[src/rtl/ising_prog_pkg.sv]
// Shared types for the Ising weight programmer: FSM encoding, command record
// layout and write-counter width.
package ising_prog_pkg;

  localparam int WR_COUNT_W = 16;
  localparam int ADDR_W     = 32;
  localparam int WDATA_W    = 32;
  localparam int CMD_W      = ADDR_W + WDATA_W + 1;

  typedef struct packed {
    logic [ADDR_W-1:0]  addr;
    logic [WDATA_W-1:0] data;
    logic               last;
  } cmd_t;

  typedef enum logic [3:0] {
    S_IDLE,
    S_LOAD,
    S_WRITE,
    S_RDWAIT,
    S_CHECK,
    S_GAP,
    S_NEXT,
    S_HOLD,
    S_RUN
  } state_t;

  // Write counter increment that sticks at all-ones instead of wrapping.
  function automatic logic [WR_COUNT_W-1:0] sat_inc(input logic [WR_COUNT_W-1:0] v);
    return (v == '1) ? v : v + 1'b1;
  endfunction

endpackage

[src/rtl/ising_cmd_fifo.sv]
// Command buffer: synchronous FIFO with first-word-fall-through head.
// A push into a full FIFO is taken when a pop happens in the same cycle.
module ising_cmd_fifo #(
  parameter int DEPTH = 8,
  parameter int WIDTH = 65
) (
  input  logic             clk,
  input  logic             rst,
  input  logic             push,
  input  logic [WIDTH-1:0] push_data,
  input  logic             pop,
  output logic [WIDTH-1:0] head,
  output logic             full,
  output logic             empty
);

  localparam int AW = $clog2(DEPTH);

  logic [WIDTH-1:0] mem_q [DEPTH];
  logic [AW-1:0]    wptr_q, wptr_d;
  logic [AW-1:0]    rptr_q, rptr_d;
  logic [AW:0]      count_q, count_d;
  logic             do_push, do_pop;

  assign empty   = (count_q == '0);
  assign full    = (count_q == (AW+1)'(DEPTH));
  assign do_pop  = pop && !empty;
  assign do_push = push && (!full || do_pop);
  assign head    = mem_q[rptr_q];

  // Pointer and occupancy update; pointers wrap naturally (power-of-2 depth).
  always_comb begin
    wptr_d  = wptr_q;
    rptr_d  = rptr_q;
    count_d = count_q;
    if (do_push) wptr_d = wptr_q + 1'b1;
    if (do_pop)  rptr_d = rptr_q + 1'b1;
    case ({do_push, do_pop})
      2'b10:   count_d = count_q + 1'b1;
      2'b01:   count_d = count_q - 1'b1;
      default: count_d = count_q;
    endcase
  end

  // Control state: cleared by reset, which also discards buffered commands.
  always_ff @(posedge clk or posedge rst) begin
    if (rst) begin
      wptr_q  <= '0;
      rptr_q  <= '0;
      count_q <= '0;
    end else begin
      wptr_q  <= wptr_d;
      rptr_q  <= rptr_d;
      count_q <= count_d;
    end
  end

  // Storage array; contents are meaningless while empty, so no reset.
  always_ff @(posedge clk) begin
    if (do_push) mem_q[wptr_q] <= push_data;
  end

endmodule

[src/rtl/ising_weight_programmer.sv]
// Weight-programming initiator for the Ising core. Buffers host (addr, weight)
// commands, issues one-cycle write strobes, holds the core in reset while a
// batch is loading and releases it once the last command has retired.
// Optional readback verification: define ISING_PROG_VERIFY_EN.
module ising_weight_programmer
  import ising_prog_pkg::*;
#(
  parameter int FIFO_DEPTH = 8,
  parameter int WRITE_GAP  = 2,
  parameter int RD_LATENCY = 2
) (
  input  logic        clk,
  input  logic        axi_rst,
  input  logic        cmd_valid,
  output logic        cmd_ready,
  input  logic [31:0] cmd_addr,
  input  logic [31:0] cmd_data,
  input  logic        cmd_last,
  input  logic [31:0] host_rd_addr,
  output logic        wready,
  output logic [31:0] wr_addr,
  output logic [31:0] wdata,
  output logic [31:0] rd_addr,
  input  logic [31:0] rdata,
  output logic        ising_rstn,
  output logic        busy,
  output logic        done,
  output logic        err,
  output logic [15:0] wr_count
);

  // One counter serves both the post-write gap and the readback wait.
  localparam int CNT_MAX = (WRITE_GAP > RD_LATENCY) ? WRITE_GAP : RD_LATENCY;
  localparam int CNT_W   = $clog2(CNT_MAX + 1) + 1;
  localparam logic [CNT_W-1:0] GAP_LAST = (WRITE_GAP > 0) ? CNT_W'(WRITE_GAP - 1) : '0;

  state_t                  state_q, state_d;
  logic [CNT_W-1:0]        cnt_q, cnt_d;
  logic                    wready_q, wready_d;
  logic [31:0]             wr_addr_q, wr_addr_d;
  logic [31:0]             wdata_q, wdata_d;
  logic                    last_q, last_d;
  logic                    rstn_q, rstn_d;
  logic                    busy_q, busy_d;
  logic                    done_q, done_d;
  logic [WR_COUNT_W-1:0]   wr_count_q, wr_count_d;

  cmd_t push_cmd, head_cmd;
  logic fifo_push, fifo_pop, fifo_full, fifo_empty;

  assign push_cmd  = '{addr: cmd_addr, data: cmd_data, last: cmd_last};
  assign cmd_ready = !fifo_full && !axi_rst;
  assign fifo_push = cmd_valid && cmd_ready;

  ising_cmd_fifo #(
    .DEPTH (FIFO_DEPTH),
    .WIDTH (CMD_W)
  ) u_fifo (
    .clk       (clk),
    .rst       (axi_rst),
    .push      (fifo_push),
    .push_data (push_cmd),
    .pop       (fifo_pop),
    .head      (head_cmd),
    .full      (fifo_full),
    .empty     (fifo_empty)
  );

`ifdef ISING_PROG_VERIFY_EN
  localparam logic [CNT_W-1:0] RD_LAST = CNT_W'(RD_LATENCY - 1);
  logic err_q, err_d;
  assign err     = err_q;
  assign rd_addr = (state_q == S_RDWAIT || state_q == S_CHECK) ? wr_addr_q : host_rd_addr;
`else
  logic unused_rdata;
  assign unused_rdata = ^rdata;
  assign err          = 1'b0;
  assign rd_addr      = host_rd_addr;
`endif

  assign wready     = wready_q;
  assign wr_addr    = wr_addr_q;
  assign wdata      = wdata_q;
  assign ising_rstn = rstn_q;
  assign busy       = busy_q;
  assign done       = done_q;
  assign wr_count   = wr_count_q;

  // Next-state and registered-output logic; everything holds by default.
  always_comb begin
    state_d    = state_q;
    cnt_d      = cnt_q;
    wready_d   = 1'b0;
    wr_addr_d  = wr_addr_q;
    wdata_d    = wdata_q;
    last_d     = last_q;
    rstn_d     = rstn_q;
    busy_d     = busy_q;
    done_d     = done_q;
    wr_count_d = wr_count_q;
    fifo_pop   = 1'b0;
`ifdef ISING_PROG_VERIFY_EN
    err_d      = err_q;
`endif
    case (state_q)
      S_IDLE: begin
        if (!fifo_empty) begin
          state_d    = S_LOAD;
          rstn_d     = 1'b0;
          busy_d     = 1'b1;
          done_d     = 1'b0;
          wr_count_d = '0;
`ifdef ISING_PROG_VERIFY_EN
          err_d      = 1'b0;
`endif
        end
      end
      S_LOAD: begin
        // Capture the head so the strobe goes out with registered addr/data.
        fifo_pop  = 1'b1;
        wr_addr_d = head_cmd.addr;
        wdata_d   = head_cmd.data;
        last_d    = head_cmd.last;
        wready_d  = 1'b1;
        state_d   = S_WRITE;
      end
      S_WRITE: begin
        wr_count_d = sat_inc(wr_count_q);
        cnt_d      = '0;
`ifdef ISING_PROG_VERIFY_EN
        state_d    = S_RDWAIT;
`else
        state_d    = (WRITE_GAP == 0) ? S_NEXT : S_GAP;
`endif
      end
`ifdef ISING_PROG_VERIFY_EN
      S_RDWAIT: begin
        if (cnt_q == RD_LAST) state_d = S_CHECK;
        else                  cnt_d   = cnt_q + 1'b1;
      end
      S_CHECK: begin
        if (rdata != wdata_q) err_d = 1'b1;
        cnt_d   = '0;
        state_d = (WRITE_GAP == 0) ? S_NEXT : S_GAP;
      end
`endif
      S_GAP: begin
        if (cnt_q == GAP_LAST) state_d = S_NEXT;
        else                   cnt_d   = cnt_q + 1'b1;
      end
      S_NEXT: begin
        if (last_q) begin
          state_d = S_RUN;
          rstn_d  = 1'b1;
          busy_d  = 1'b0;
          done_d  = 1'b1;
        end else if (!fifo_empty) begin
          state_d = S_LOAD;
        end else begin
          state_d = S_HOLD;
        end
      end
      S_HOLD: begin
        if (!fifo_empty) state_d = S_LOAD;
      end
      S_RUN: begin
        state_d = S_IDLE;
      end
      default: begin
        state_d = S_IDLE;
      end
    endcase
  end

  // State and output registers, all returned to idle by reset.
  always_ff @(posedge clk or posedge axi_rst) begin
    if (axi_rst) begin
      state_q    <= S_IDLE;
      cnt_q      <= '0;
      wready_q   <= 1'b0;
      wr_addr_q  <= '0;
      wdata_q    <= '0;
      last_q     <= 1'b0;
      rstn_q     <= 1'b0;
      busy_q     <= 1'b0;
      done_q     <= 1'b0;
      wr_count_q <= '0;
`ifdef ISING_PROG_VERIFY_EN
      err_q      <= 1'b0;
`endif
    end else begin
      state_q    <= state_d;
      cnt_q      <= cnt_d;
      wready_q   <= wready_d;
      wr_addr_q  <= wr_addr_d;
      wdata_q    <= wdata_d;
      last_q     <= last_d;
      rstn_q     <= rstn_d;
      busy_q     <= busy_d;
      done_q     <= done_d;
      wr_count_q <= wr_count_d;
`ifdef ISING_PROG_VERIFY_EN
      err_q      <= err_d;
`endif
    end
  end

endmodule

[config.mk]
export PLATFORM = sky130hd
export DESIGN_NAME = ising_weight_programmer
export DESIGN_NICKNAME = d
export VERILOG_FILES = /design/src/rtl/ising_prog_pkg.sv /design/src/rtl/ising_cmd_fifo.sv /design/src/rtl/ising_weight_programmer.sv
export SDC_FILE = /design/constraint.sdc
export NUM_CORES = 1
export LEC_CHECK = 0
export ABC_CLOCK_PERIOD_IN_PS = 17880
export CAP_MARGIN = 15
export CORE_MARGIN = 2
export CORE_UTILIZATION = 50
export CTS_CLUSTER_SIZE = 30
export DETAILED_ROUTE_END_ITERATION = 12
export PLACE_DENSITY = 0.76
export SYNTH_ARGS = -nofsm -noshare
export SYNTH_HDL_FRONTEND = slang
export SYNTH_SLANG_ARGS = --single-unit
export TNS_END_PERCENT = 20
[constraint.sdc]
create_clock -name clk -period 17.88 [get_ports clk]
set_clock_uncertainty 0.2 [all_clocks]
set_input_delay 5.364 -clock clk [delete_from_list [all_inputs] [get_ports clk]]
set_output_delay 5.364 -clock clk [all_outputs]
set_load 0.005 [all_outputs]
; ---- Yosys cells after proc, flatten, opt, wreduce, memory -nomap -nowiden
; Memories as Yosys holds them, arrays and structs flattened. A register that Yosys moved wholly into a read port is not among the register bits.
; Index checks and enable logic that the tools add are counted.
[word_totals]
ff_bits = 36
mem_bits_rw = 520
in_bits = 132
out_inout_bits = 118
wordCells = 71
memories = 1
[classes]
addsub = 6
eq_ne = 16
muxes = 20
reduce_logical = 19
[mem_list]
columns = name, depth, word_bits, rd, rd_clocked_by_memory_dff, write_ports, line_no
row1 = u_fifo.mem_q, 8, 65, 1, 1, 1, ising_cmd_fifo.sv:19  ; logic [WIDTH-1:0] mem_q [DEPTH];
[ops]
columns = operator, count
row1 = 16-bit two-way mux, 2
row2 = 16-bit one-hot mux with 2 select lines, 1
row3 = 4-bit one-hot mux with 5 select lines, 1
row4 = "16-bit by 1-bit adder with 16-bit output, second input constant", 1
row5 = "16-bit == test, second input constant", 1
row6 = "4-bit by 3-bit == test with 1-bit output, second input constant", 3
row7 = 4-bit two-way mux, 3
row8 = "2-bit != test, second input constant", 6
row9 = "3-bit by 1-bit adder with 3-bit output, second input constant", 3
row10 = 4-bit logical NOT, 2
row11 = 4-bit one-hot mux with 2 select lines, 1
row12 = 2-bit nonzero test, 4
row13 = 1-bit two-way mux, 7
row14 = 3-bit two-way mux, 2
row15 = 3-bit one-hot mux with 2 select lines, 1
row16 = 3-bit AND reduction, 2
row17 = "4-bit by 1-bit adder with 4-bit output, second input constant", 1
row18 = "4-bit by 1-bit == test with 1-bit output, second input constant", 1
row19 = "4-bit by 2-bit == test with 1-bit output, second input constant", 1
row20 = "4-bit == test, second input constant", 1
row21 = 1-bit logical AND, 4
row22 = 1-bit one-hot mux with 2 select lines, 2
row23 = 2-bit AND reduction, 2
row24 = "4-bit by 1-bit subtractor with 4-bit output, second input constant", 1
row25 = other kinds (6), 8

; ---- Depth between registers and ports, before layout
; Gate-level depths: netlist of the first run.
[depth]
depth_word = 7
mapped_depth = 12
depth_no_buf = 11

; ---- Cells and area by module
; Synthesis of the first run repeated with hierarchy kept, for this count alone.
[unflattened]
hier_cells = 1157
hier_area_um2 = 24329.6
[by_module_without_submodules]
columns = module, n_inst, cells_per_inst, area_per_inst_um2, seq_area_each_um2
row1 = ising_cmd_fifo, 1, 824, 20156.8, 15865.2
row2 = ising_weight_programmer, 1, 333, 4172.8, 2277.2

; ---- Least setup slack after synthesis of the first run
; No wires, ideal clock.
[synth_path]
path_kind = in2reg
from = input axi_rst
to = memory u_fifo.mem_q[0][0], enable pin
setup_ns = 0.568
t_arrival_ns = 10.431
required_ns = 17.112
path_slack_ns = 6.681
cell_stages = 5
path_buffers = 1
path_cell_list = a21oi_1 and2_1 clkbuf_1 nand2b_1 nor3_1
[synth_via]
elab_chain_cells = 6
[synth_lines]
columns = item, line_no
row1 = from (decl), ising_weight_programmer.sv:13  ; input logic axi_rst,
row2 = 1-bit logical NOT (no line), --
row3 = 1-bit logical AND, ising_weight_programmer.sv:52  ; assign cmd_ready = !fifo_full && !axi_rst;
row4 = 1-bit logical AND, ising_weight_programmer.sv:53  ; assign fifo_push = cmd_valid && cmd_ready;
row5 = 1-bit logical AND, ising_cmd_fifo.sv:28  ; assign do_push = push && (!full || do_pop);
row6 = 1-bit two-way mux, ising_cmd_fifo.sv:60  ; if (do_push) mem_q[wptr_q] <= push_data;
row7 = 1-bit two-way mux (implied by the code), ising_cmd_fifo.sv:60
row8 = to (decl), ising_cmd_fifo.sv:19
; Every way passes these cells.

; ---- Final worst setup path of the first run
[layout_path]
from = input axi_rst
to = output cmd_ready
[layout_via]
elab_chain_cells = 2
[layout_lines]
columns = item, line_no
row1 = 1-bit logical NOT (no line), --
row2 = 1-bit logical AND, ising_weight_programmer.sv:52
row3 = to (decl), ising_weight_programmer.sv:15  ; output logic cmd_ready,
; Every way passes these cells.

==> results of run 1 <==
## metrics by stage
stage / hold slack (ns) / cells / total power, uW / area, sq um / setup WS [ns]
global placement: 0.281 / 1903 / 3090 / 25900 / 5.78
CTS: 0.299 / 2025 / 4510 / 28200 / 5.77
global route: 0.325 / 2025 / 4670 / 28200 / 5.70
detailed placement: 0.289 / 1903 / 3120 / 25900 / 5.77
floorplan: 0.255 / 1213 / 2710 / 24000 / 6.68
finish: 0.303 / 2025 / 4460 / 28200 / 5.79
## sequential cells by signal (all words and copies together), names as in the netlist, 3 cells and up
| signal | cells |
|---|---|
| cnt_q | 3 |
| state_q | 4 |
| u_fifo.count_q | 4 |
| u_fifo.mem_q | 520 |
| u_fifo.rptr_q | 3 |
| u_fifo.wptr_q | 3 |
| wdata | 32 |
| wr_addr | 32 |
| wr_count | 16 |
## report_power, final
part,internal [uW],switching (uW)
combinational,599,536
clock,836,552
sequential,1770,171
total,3200,1260
## layer usage
| layer | share of wire [%] | wire, um | GRT usage, % | vias up |
|---|---|---|---|---|
| li1 | - | - | - | 5110 |
| met1 | 42 | 20100 | 26.5 | 6136 |
| met2 | 50 | 23900 | 32.5 | 374 |
| met3 | 6.6 | 3150 | 4.71 | 86 |
| met4 | 1.8 | 881 | 6.56 | 12 |
| met5 | 0.16 | 78 | 0 | - |
## worst reg2reg max path: stages, from the launching register on
cell	delay [ns]
dfrtp_1	0.47
nor3_1	0.11
a21oi_1	0.18
and2_1	0.44
nand2_1	0.33
nor2_4	0.93
buf_4	0.70
## cell families after synthesis
kind of cell	Yosys count
adders and majority gates	8
muxes	204
xor gates and xnor gates	12
DFF	621
AOI/OAI and AO/OA	114
other	1
buffers and inverters	104
and+or+nand+nor	149
## synthesized netlist by cell type (3+ instances only)
library cell  number
nor3_1             6
buf_2             20
buf_6              3
a31oi_1            3
nand2b_1           3
buf_1             11
xnor2_1            5
ha_1               8
nand2_1           17
nand3_1            8
mux2i_1           68
a21oi_2            3
mux4_2           130
and3_1             4
and2_1             6
dfrtp_1          101
a211oi_1           3
nand4_1            8
inv_1              7
mux2_2             5
o21ai_0           17
xor2_1             7
a21oi_1           73
clkbuf_1          28
edfxtp_1         520
nor2_1            82
buf_4             34
## cells in the final DEF, fill, tap and decap left out, types with 3 or more instances in the layout
| cell | Yosys | layout |
|---|---|---|
| and2_1 | 6 | 6 |
| nor2_1 | 82 | 76 |
| nand4_1 | 8 | 8 |
| mux2_2 | 5 | 5 |
| nand3_1 | 8 | 8 |
| a21oi_2 | 3 | 3 |
| a211oi_1 | 3 | 3 |
| nor3_1 | 6 | 4 |
| inv_1 | 7 | 6 |
| edfxtp_1 | 520 | 520 |
| clkbuf_1 | 28 | 16 |
| dfrtp_1 | 101 | 98 |
| o21ai_0 | 17 | 17 |
| a21oi_1 | 73 | 73 |
| a31oi_1 | 3 | 3 |
| clkdlybuf4s50_1 | 0 | 152 |
| nand2b_1 | 3 | 3 |
| xnor2_1 | 5 | 5 |
| clkinv_1 | 0 | 10 |
| and3_1 | 4 | 4 |
| bufinv_16 | 0 | 8 |
| clkinv_8 | 0 | 3 |
| xor2_1 | 7 | 7 |
| nor3_2 | 2 | 4 |
| nand2_1 | 17 | 17 |
| ha_1 | 8 | 8 |
| inv_6 | 0 | 3 |
| buf_4 | 34 | 20 |
| nor2_4 | 0 | 6 |
| clkinv_2 | 0 | 8 |
| clkbuf_8 | 0 | 4 |
| dfrtp_4 | 0 | 3 |
| mux2i_1 | 68 | 68 |
| mux4_2 | 130 | 130 |
| clkbuf_16 | 0 | 68 |
## path summary, 6_finish.rpt
check / from / end / slack (ns) / depth (start not counted)
max: axi_rst / cmd_ready / 5.79 / 3
min: wr_count[15]$_DFFE_PP0P_ / wr_count[15]$_DFFE_PP0P_ / 0.30 / 1
max reg2reg: u_fifo.count_q[1]$_DFFE_PP0P_ / u_fifo.mem_q[3][64]$_DFFE_PP_ / 14.06 / 6
min reg2reg: wr_count[15]$_DFFE_PP0P_ / wr_count[15]$_DFFE_PP0P_ / 0.30 / 1
max in group asynchronous: axi_rst / u_fifo.rptr_q[0]$_DFFE_PP0P_ / 10.95 / 3
min in group asynchronous: axi_rst / busy$_DFFE_PP0P_ / 5.06 / 2
## area by class of cell
cell class | instances | area [sq um]
Multi-Input combinational cell | 488 | 5310
Clock inverter | 34 | 409
Sequential cell | 621 | 18200
Timing Repair Buffer | 172 | 1670
Inverter | 7 | 28.8
Tap cell | 615 | 769
Fill cell | 3348 | 19400
Clock buffer | 88 | 1820
==> results.yml, run 1 <==
outcome:
  outcome: "complete, no violations"
placed_design:
  routabilityCongestion: 0.802
  hpwlAfterDp_mm: 25.9
  io_buffers: 152
cts:
  numCtsBuffers: 66
  cts-root-buf: "clkbuf_16"
  cts-resized-gates: 0
  clkLatencyLatePin_ns: 0.61
  cts.path.max_buffers: 3
  ctsHoldBuffers: 0
  htree_levels: 3
  cts_tree: "built"
  clk_pin_slew_ns: 0.06
  clkSinkCount: 621
  cts_setup_buffers: 0
route:
  drtAntennaViolNets: 0
  wirelength_mm: 48.1
  drc: 0
  dr.pass1.iters: 5
  drt_first_iter_violations: 1142
  vias: 11718
  viasPerCell: 5.79
  wl_per_cell_um: 23.7
global_route:
  grt_use_total_pct: 19.8
  grt.overflow.total: 0
  grt_pass1_wl_mm: 73.7
  grt_max_degree: 90
  grt_pass1_vias: 12264
  antenna_found_initial: 6
logic_synthesis:
  post_synth_and_or_nand_nor_area_fraction_pct: 2.90
  synth_top_family_by_area: "multiplexers"
  synth_largest_area_cell: "edfxtp_1"
  ys_ff_latch: 621
  synth-seq-area-share_pct: 75.7
  postSynth.asyncResetShare_pct: 16.3
  syn_nets: 1353
  synth-main-ff-cell: "edfxtp_1"
  synth_edf_count: 520
  synth_compound_area_share_pct: 2.76
  synth_adder_area_share_pct: 0.418
  yosys-top-cells-area: "edfxtp_1 65%, mux4_2 12%, dfrtp_1 11%"
  syn_area_sq_um: 24000
  synthDistinctLibCells: 54
  ys_warn_count: 0
  syn_inst: 1213
  syn_avg_cell_area_sq_um: 19.8
  synthMuxAreaShare_pct: 15.3
  synth_top_area_share_pct: 65.2
  synth-xor-area-share_pct: 0.439
worst_setup_path:
  cpMostUsedCell: "clkdlybuf4s50_1"
  arrival_ns: 6.53
  path_cells: "clkdlybuf4s50_1 -> a21oi_1 -> clkdlybuf4s50_1"
  critPathLaunchType: "input pin"
  crit_slowest_cell: "clkdlybuf4s50_1"
  crit_family: "buffers and inverters"
  critPathKind: "input pin to output pin"
  crit_required_ns: 12.32
  critPathCaptureType: "output pin"
  cp_max_fo: 2
  cpPeakStageDelay_ns: 0.53
  path_buf_inv: 2
sta:
  max_freq_ghz: 0.0827
  fin_crit_ns: 12.09
  tns_ns: 0
  worst_pin_slew_ns: 1.10
  setup_viol: 0
  post-route-period-util_pct: 67.6
  maxSlewHeadroom_pct: 26.3
  rsz0062_at_grt: "no"
  hold_viol: 0
  maxSlewViolCount: 0
flow_run:
  max_cap_violations: 0
die:
  die_h_um: 223
  num_rows: 80
  initial_core_util_pct: 50.4
  chipWidth_um: 223
  core-area_sq_um: 47500
  dieArea_sq_um: 49700
  ios: 250
finish:
  fin_util_pct: 59.2
  fin_nets: 1496
  synthToLayoutAreaGrowth_pct: 17.5
  drive_gt1_share_pct: 19.4
  antenna-diode-count: 0
pwr:
  ir_drop_v: 0.000115
  power.density_nw_per_um2: 158
  power_leakage_uw: 0.00948
hold_path:
  hp-class: "register to register"
(Power assumes the default switching activity.)
==> run 2, diff against run 1 <==
--- a/config.mk
+++ b/config.mk
@@ -5,13 +5,13 @@
 export SDC_FILE = /design/constraint.sdc
 export NUM_CORES = 1
 export LEC_CHECK = 0
-export ABC_CLOCK_PERIOD_IN_PS = 17880
+export ABC_CLOCK_PERIOD_IN_PS = 10140
 export CAP_MARGIN = 15
 export CORE_MARGIN = 2
 export CORE_UTILIZATION = 50
 export CTS_CLUSTER_SIZE = 30
 export DETAILED_ROUTE_END_ITERATION = 12
-export PLACE_DENSITY = 0.76
+export PLACE_DENSITY = 0.79
 export SYNTH_ARGS = -nofsm -noshare
 export SYNTH_HDL_FRONTEND = slang
 export SYNTH_SLANG_ARGS = --single-unit
==> constraint.sdc (replaced) <==
create_clock -name clk -period 10.14 [get_ports clk]
set_clock_uncertainty 0.2 [all_clocks]
set_input_delay 3.042 -clock clk [delete_from_list [all_inputs] [get_ports clk]]
set_output_delay 3.042 -clock clk [all_outputs]
set_load 0.005 [all_outputs]
==> run 2 against run 1 <==
Clock-buffer cell count shrank 11. Critical path depth is the same. Via count shrank 0.58%. Largest cell class unchanged. Worst hold slack lost 0.0040 ns. Sequential power grew 75%. Critical path type unchanged. Total power grew 69%. Combinational power grew 77%. Global-route usage shrank 0.59 points. Highest routed layer unchanged. Largest power group unchanged. Register-to-register slack lost 7.5 ns.
==> results.yml, run 2 (synthesis results as in run 1) <==
outcome:
  outcome: "complete, no violations"
cts:
  cts.path.max_buffers: 3
  clkSinkCount: 621
  clkLatencyLatePin_ns: 0.63
  cts_tree: "built"
  cts-root-buf: "clkbuf_16"
  cts-resized-gates: 0
  clk_pin_slew_ns: 0.06
  ctsHoldBuffers: 0
  cts_setup_buffers: 0
  numCtsBuffers: 60
  htree_levels: 2
global_route:
  antenna_found_initial: 5
  grt_pass1_vias: 12057
  grt_max_degree: 94
  grt_pass1_wl_mm: 72.2
  grt.overflow.total: 0
  grt_use_total_pct: 19.2
sta:
  tns_ns: 0
  maxSlewViolCount: 0
  setup_viol: 0
  max_freq_ghz: 0.134
  worst_pin_slew_ns: 1.13
  hold_viol: 0
  rsz0062_at_grt: "no"
  maxSlewHeadroom_pct: 24.6
  fin_crit_ns: 7.47
  post-route-period-util_pct: 73.7
placed_design:
  routabilityCongestion: 0.839
  io_buffers: 152
  dp.cells: 1900
  hpwlAfterDp_mm: 25.7
die:
  chipWidth_um: 223
  ios: 250
  num_rows: 80
  core-area_sq_um: 47500
  die_h_um: 223
  dieArea_sq_um: 49700
  initial_core_util_pct: 50.4
finish:
  multi_input_area_sq_um: 5310
  antenna-diode-count: 0
  layout_commonest_cell: "edfxtp_1"
  final_cell_mix: "520 x edfxtp_1, 152 x clkdlybuf4s50_1, 130 x mux4_2"
  regMostFlops: "u_fifo.mem_q"
  fin_nets: 1489
  largest_reg_flops: 520
  final_cells: 2015
  regArea_sq_um: 18200
  synthToLayoutAreaGrowth_pct: 16.4
  drive_gt1_share_pct: 18.9
  nFillCells: 3326
pwr:
  ir_drop_v: 0.000198
  power.density_nw_per_um2: 270
  power_leakage_uw: 0.00933
  finalPower_uw: 7540
worst_setup_path:
  crit_required_ns: 6.90
  path_cells: "clkdlybuf4s50_1 -> a21oi_1 -> clkdlybuf4s50_1"
  cpMostUsedCell: "clkdlybuf4s50_1"
  cpPeakStageDelay_ns: 0.52
  critPathLaunchType: "input pin"
  cp_max_fo: 2
  critPathCaptureType: "output pin"
  critPathKind: "input pin to output pin"
  crit_slowest_cell: "clkdlybuf4s50_1"
  arrival_ns: 4.23
route:
  wirelength_mm: 46.6
  wl_per_cell_um: 23.1
  viasPerCell: 5.78
  dr.pass1.iters: 5
  vias: 11650
  drc: 0
  drtAntennaViolNets: 0
  drt_first_iter_violations: 1092
hold_path:
  hp-class: "register to register"
flow_run:
  max_cap_violations: 0
-- run 2: changes by cell type in the layout (fill, tap and decap cells not counted), moves of 3 or more --
cell	previous run	this run
buf_12	0	4
buf_4	20	15
bufinv_16	8	3
clkbuf_1	16	13
clkbuf_16	68	61
clkinv_2	8	12
clkinv_8	3	0
clkinvlp_4	1	5
-- run 2: critical path, delay by kind of cell --
kind / cells / cell delay, ns
buffers and inverters: 2 / 1.01
AOI/OAI and AO/OA: 1 / 0.18
-- run 2: cell type report --
cell class / count / share of cell area (%)
Timing Repair Buffer: 171 / 6.14
Multi-Input combinational cell: 488 / 19.0
Inverter: 7 / 0.112
Sequential cell: 621 / 65.1
Tap cell: 615 / 2.76
Clock buffer: 77 / 5.79
Clock inverter: 36 / 1.11
-- run 2: per-layer routing --
metal  vias up  track usage, %  wire, um
met5         -               0        69
met1      6042            26.8     19600
met3        78            4.52      3290
li1       5106               -         -
met4        10            5.30       856
met2       414            30.8     22800
-- run 2: report_power, final --
part	switching [uW]	leakage (uW)	internal (uW)	total (uW)
logic	948	0.00252	1050	2000
clock network	936	0.000929	1210	2140
registers	284	0.00588	3120	3400
-- run 2: through the flow --
step / hold slack [ns] / area (sq um) / util [%] / setup slack [ns]
global route: 0.305 / 27900 / 58.7 / 2.60
detailed placement: 0.292 / 25900 / 54.5 / 2.66
CTS: 0.300 / 27900 / 58.6 / 2.66
floorplan: 0.255 / 24000 / - / 1.26
finish: 0.299 / 27900 / 58.7 / 2.67
global placement: 0.283 / 25900 / 54.5 / 2.66
-- run 2: final timing paths --
path	cells past startpoint	to	slack [ns]	start
setup / recovery	3	cmd_ready	2.67	axi_rst
hold / removal	1	u_fifo.count_q[3]$_DFFE_PP0P_	0.30	u_fifo.count_q[3]$_DFFE_PP0P_
setup reg to reg	8	u_fifo.count_q[3]$_DFFE_PP0P_	6.58	state_q[0]$_DFFE_PP0P_
hold reg to reg	1	u_fifo.count_q[3]$_DFFE_PP0P_	0.30	u_fifo.count_q[3]$_DFFE_PP0P_
max in group asynchronous	3	u_fifo.rptr_q[0]$_DFFE_PP0P_	5.79	axi_rst
min in group asynchronous	2	cnt_q[1]$_DFFE_PP0P_	2.68	axi_rst
==> run 3, diff against run 2 <==
--- a/config.mk
+++ b/config.mk
@@ -5,7 +5,7 @@
 export SDC_FILE = /design/constraint.sdc
 export NUM_CORES = 1
 export LEC_CHECK = 0
-export ABC_CLOCK_PERIOD_IN_PS = 10140
+export ABC_CLOCK_PERIOD_IN_PS = 6800
 export CAP_MARGIN = 15
 export CORE_MARGIN = 2
 export CORE_UTILIZATION = 50
==> constraint.sdc (replaced) <==
create_clock -name clk -period 6.8 [get_ports clk]
set_clock_uncertainty 0.2 [all_clocks]
set_input_delay 2.04 -clock clk [delete_from_list [all_inputs] [get_ports clk]]
set_output_delay 2.04 -clock clk [all_outputs]
set_load 0.005 [all_outputs]
==> run 3 against run 2 <==
Total power rose by 53%. Clock-buffer cell count fell by 1. Clock power rose by 58%. Combinational power rose by 59%. Via count rose by 0.85%. Sequential share of layout area fell by 0.46 points. Non-clock buffer count rose by 10. First-iteration DRC count fell by 1.0%. Critical path type unchanged. Critical endpoint unchanged. Largest cell class unchanged.
==> results.yml, run 3 (synthesis results as in run 1) <==
die:
  initial_core_util_pct: 50.4
  num_rows: 80
  core-area_sq_um: 47500
  die_h_um: 223
  dieArea_sq_um: 49700
  ios: 250
  chipWidth_um: 223
finish:
  synthToLayoutAreaGrowth_pct: 17.3
  final_cell_area_sq_um: 28100
  final_cells: 2025
  final_cell_mix: "520 x edfxtp_1, 152 x clkdlybuf4s50_1, 130 x mux4_2"
  layout_commonest_cell: "edfxtp_1"
  regArea_sq_um: 18200
  largest_reg_flops: 520
  fin_nets: 1498
  drive_gt1_share_pct: 19.7
  regMostFlops: "u_fifo.mem_q"
  nFillCells: 3316
  multi_input_area_sq_um: 5310
route:
  vias: 11749
  drtAntennaViolNets: 0
  viasPerCell: 5.80
  route.met2.wl_mm: 23.9
  wl_met1_mm: 20.0
  drt_first_iter_violations: 1081
  wl_per_cell_um: 23.7
  wirelength_mm: 47.9
  drc: 0
  highest_layer: "met5"
  dr.pass1.iters: 5
  wl_met3_mm: 3.13
placed_design:
  preCtsSetupSlack_ns: 1.36
  routabilityCongestion: 0.826
  placed_cell_area_sq_um: 26000
  dp.cells: 1910
  io_buffers: 152
  hpwlAfterDp_mm: 26.8
cts:
  cts_setup_buffers: 0
  ctsHoldBuffers: 0
  cts-resized-gates: 0
  cts-root-buf: "clkbuf_16"
  cts_tree: "built"
  clkSinkCount: 621
  numCtsBuffers: 59
  cts.path.max_buffers: 3
  htree_levels: 2
  clk_pin_slew_ns: 0.06
  clkLatencyLatePin_ns: 0.61
flow_run:
  max_cap_violations: 0
worst_setup_path:
  critPathKind: "input pin to output pin"
  reg2reg_from: "u_fifo.count_q[1]$_DFFE_PP0P_"
  critPathLaunchType: "input pin"
  crit_required_ns: 4.56
  setup.worst_path.start: "axi_rst"
  arrival_ns: 3.21
  critPathCaptureType: "output pin"
  cp_max_fo: 2
outcome:
  outcome: "complete, no violations"
sta:
  post-route-period-util_pct: 80.1
  maxSlewViolCount: 0
  setup_viol: 0
  hold_viol: 0
  fin_crit_ns: 5.45
  worst_pin_slew_ns: 1.00
  rsz0062_at_grt: "no"
  fin_ws_ns: 1.35
  maxSlewHeadroom_pct: 33.2
  max_freq_ghz: 0.184
global_route:
  grt.overflow.total: 0
  grt_max_degree: 85
  antenna_found_initial: 5
  grt_use_total_pct: 19.6
  grt_pass1_vias: 12203
  grt_pass1_wl_mm: 73.5
hold_path:
  hp-class: "register to register"
  hold_path.startpoint: "wr_count[15]$_DFFE_PP0P_"
pwr:
  power.density_nw_per_um2: 410
  ir_drop_v: 0.000274
  power_leakage_uw: 0.00946
==> run 3: layout make-up <==
type | instances | area share [%]
Sequential cell | 621 | 64.6
Multi-Input combinational cell | 488 | 18.9
Timing Repair Buffer | 181 | 6.44
Clock buffer | 76 | 5.63
Tap cell | 615 | 2.74
Clock inverter | 36 | 1.57
Inverter | 7 | 0.102
Antenna cell | 1 | 0.00891
==> run 3: routing by layer <==
metal  global-route usage [%]  vias to the layer above
met5                        0                        -
met4                     4.87                       10
met3                     4.50                       95
met2                     32.1                      394
met1                     27.1                     6151
li1                         -                     5099
==> run 3: per-stage QoR <==
step,setup TNS [ns],power (uW),hold slack [ns],utilization [%]
2_1_floorplan,-69.65,7130,0.255,-
3_3_place_gp,0,8120,0.284,54.7
3_5_place_dp,0,8220,0.300,54.7
4_1_cts,0,11600,0.308,59.0
5_1_grt,0,12100,0.315,59.1
6_report,0,11500,0.308,59.1
==> run 3: power by group <==
group | switching [uW] | internal (uW) | total [uW] | leakage (uW)
clock network | 1370 | 2020 | 3390 | 0.000995
registers | 320 | 4640 | 4970 | 0.00588
logic | 1560 | 1620 | 3180 | 0.00259
==> run 3: final timing paths <==
kind / to / slack, ns / cells past startpoint
min in group asynchronous: wdata[3]$_DFFE_PP0N_ / 1.81 / 2
min reg2reg: wr_count[15]$_DFFE_PP0P_ / 0.31 / 1
max: cmd_ready / 1.35 / 3
max in group asynchronous: wr_addr[12]$_DFFE_PP0N_ / 3.65 / 3
min: wr_count[15]$_DFFE_PP0P_ / 0.31 / 1
max reg2reg: u_fifo.mem_q[7][18]$_DFFE_PP_ / 3.52 / 6
==> run 3: worst max-delay path, stage by stage <==
cell and delay, ns:
clkdlybuf4s50_1 0.46, a21oi_1 0.18, clkdlybuf4s50_1 0.52
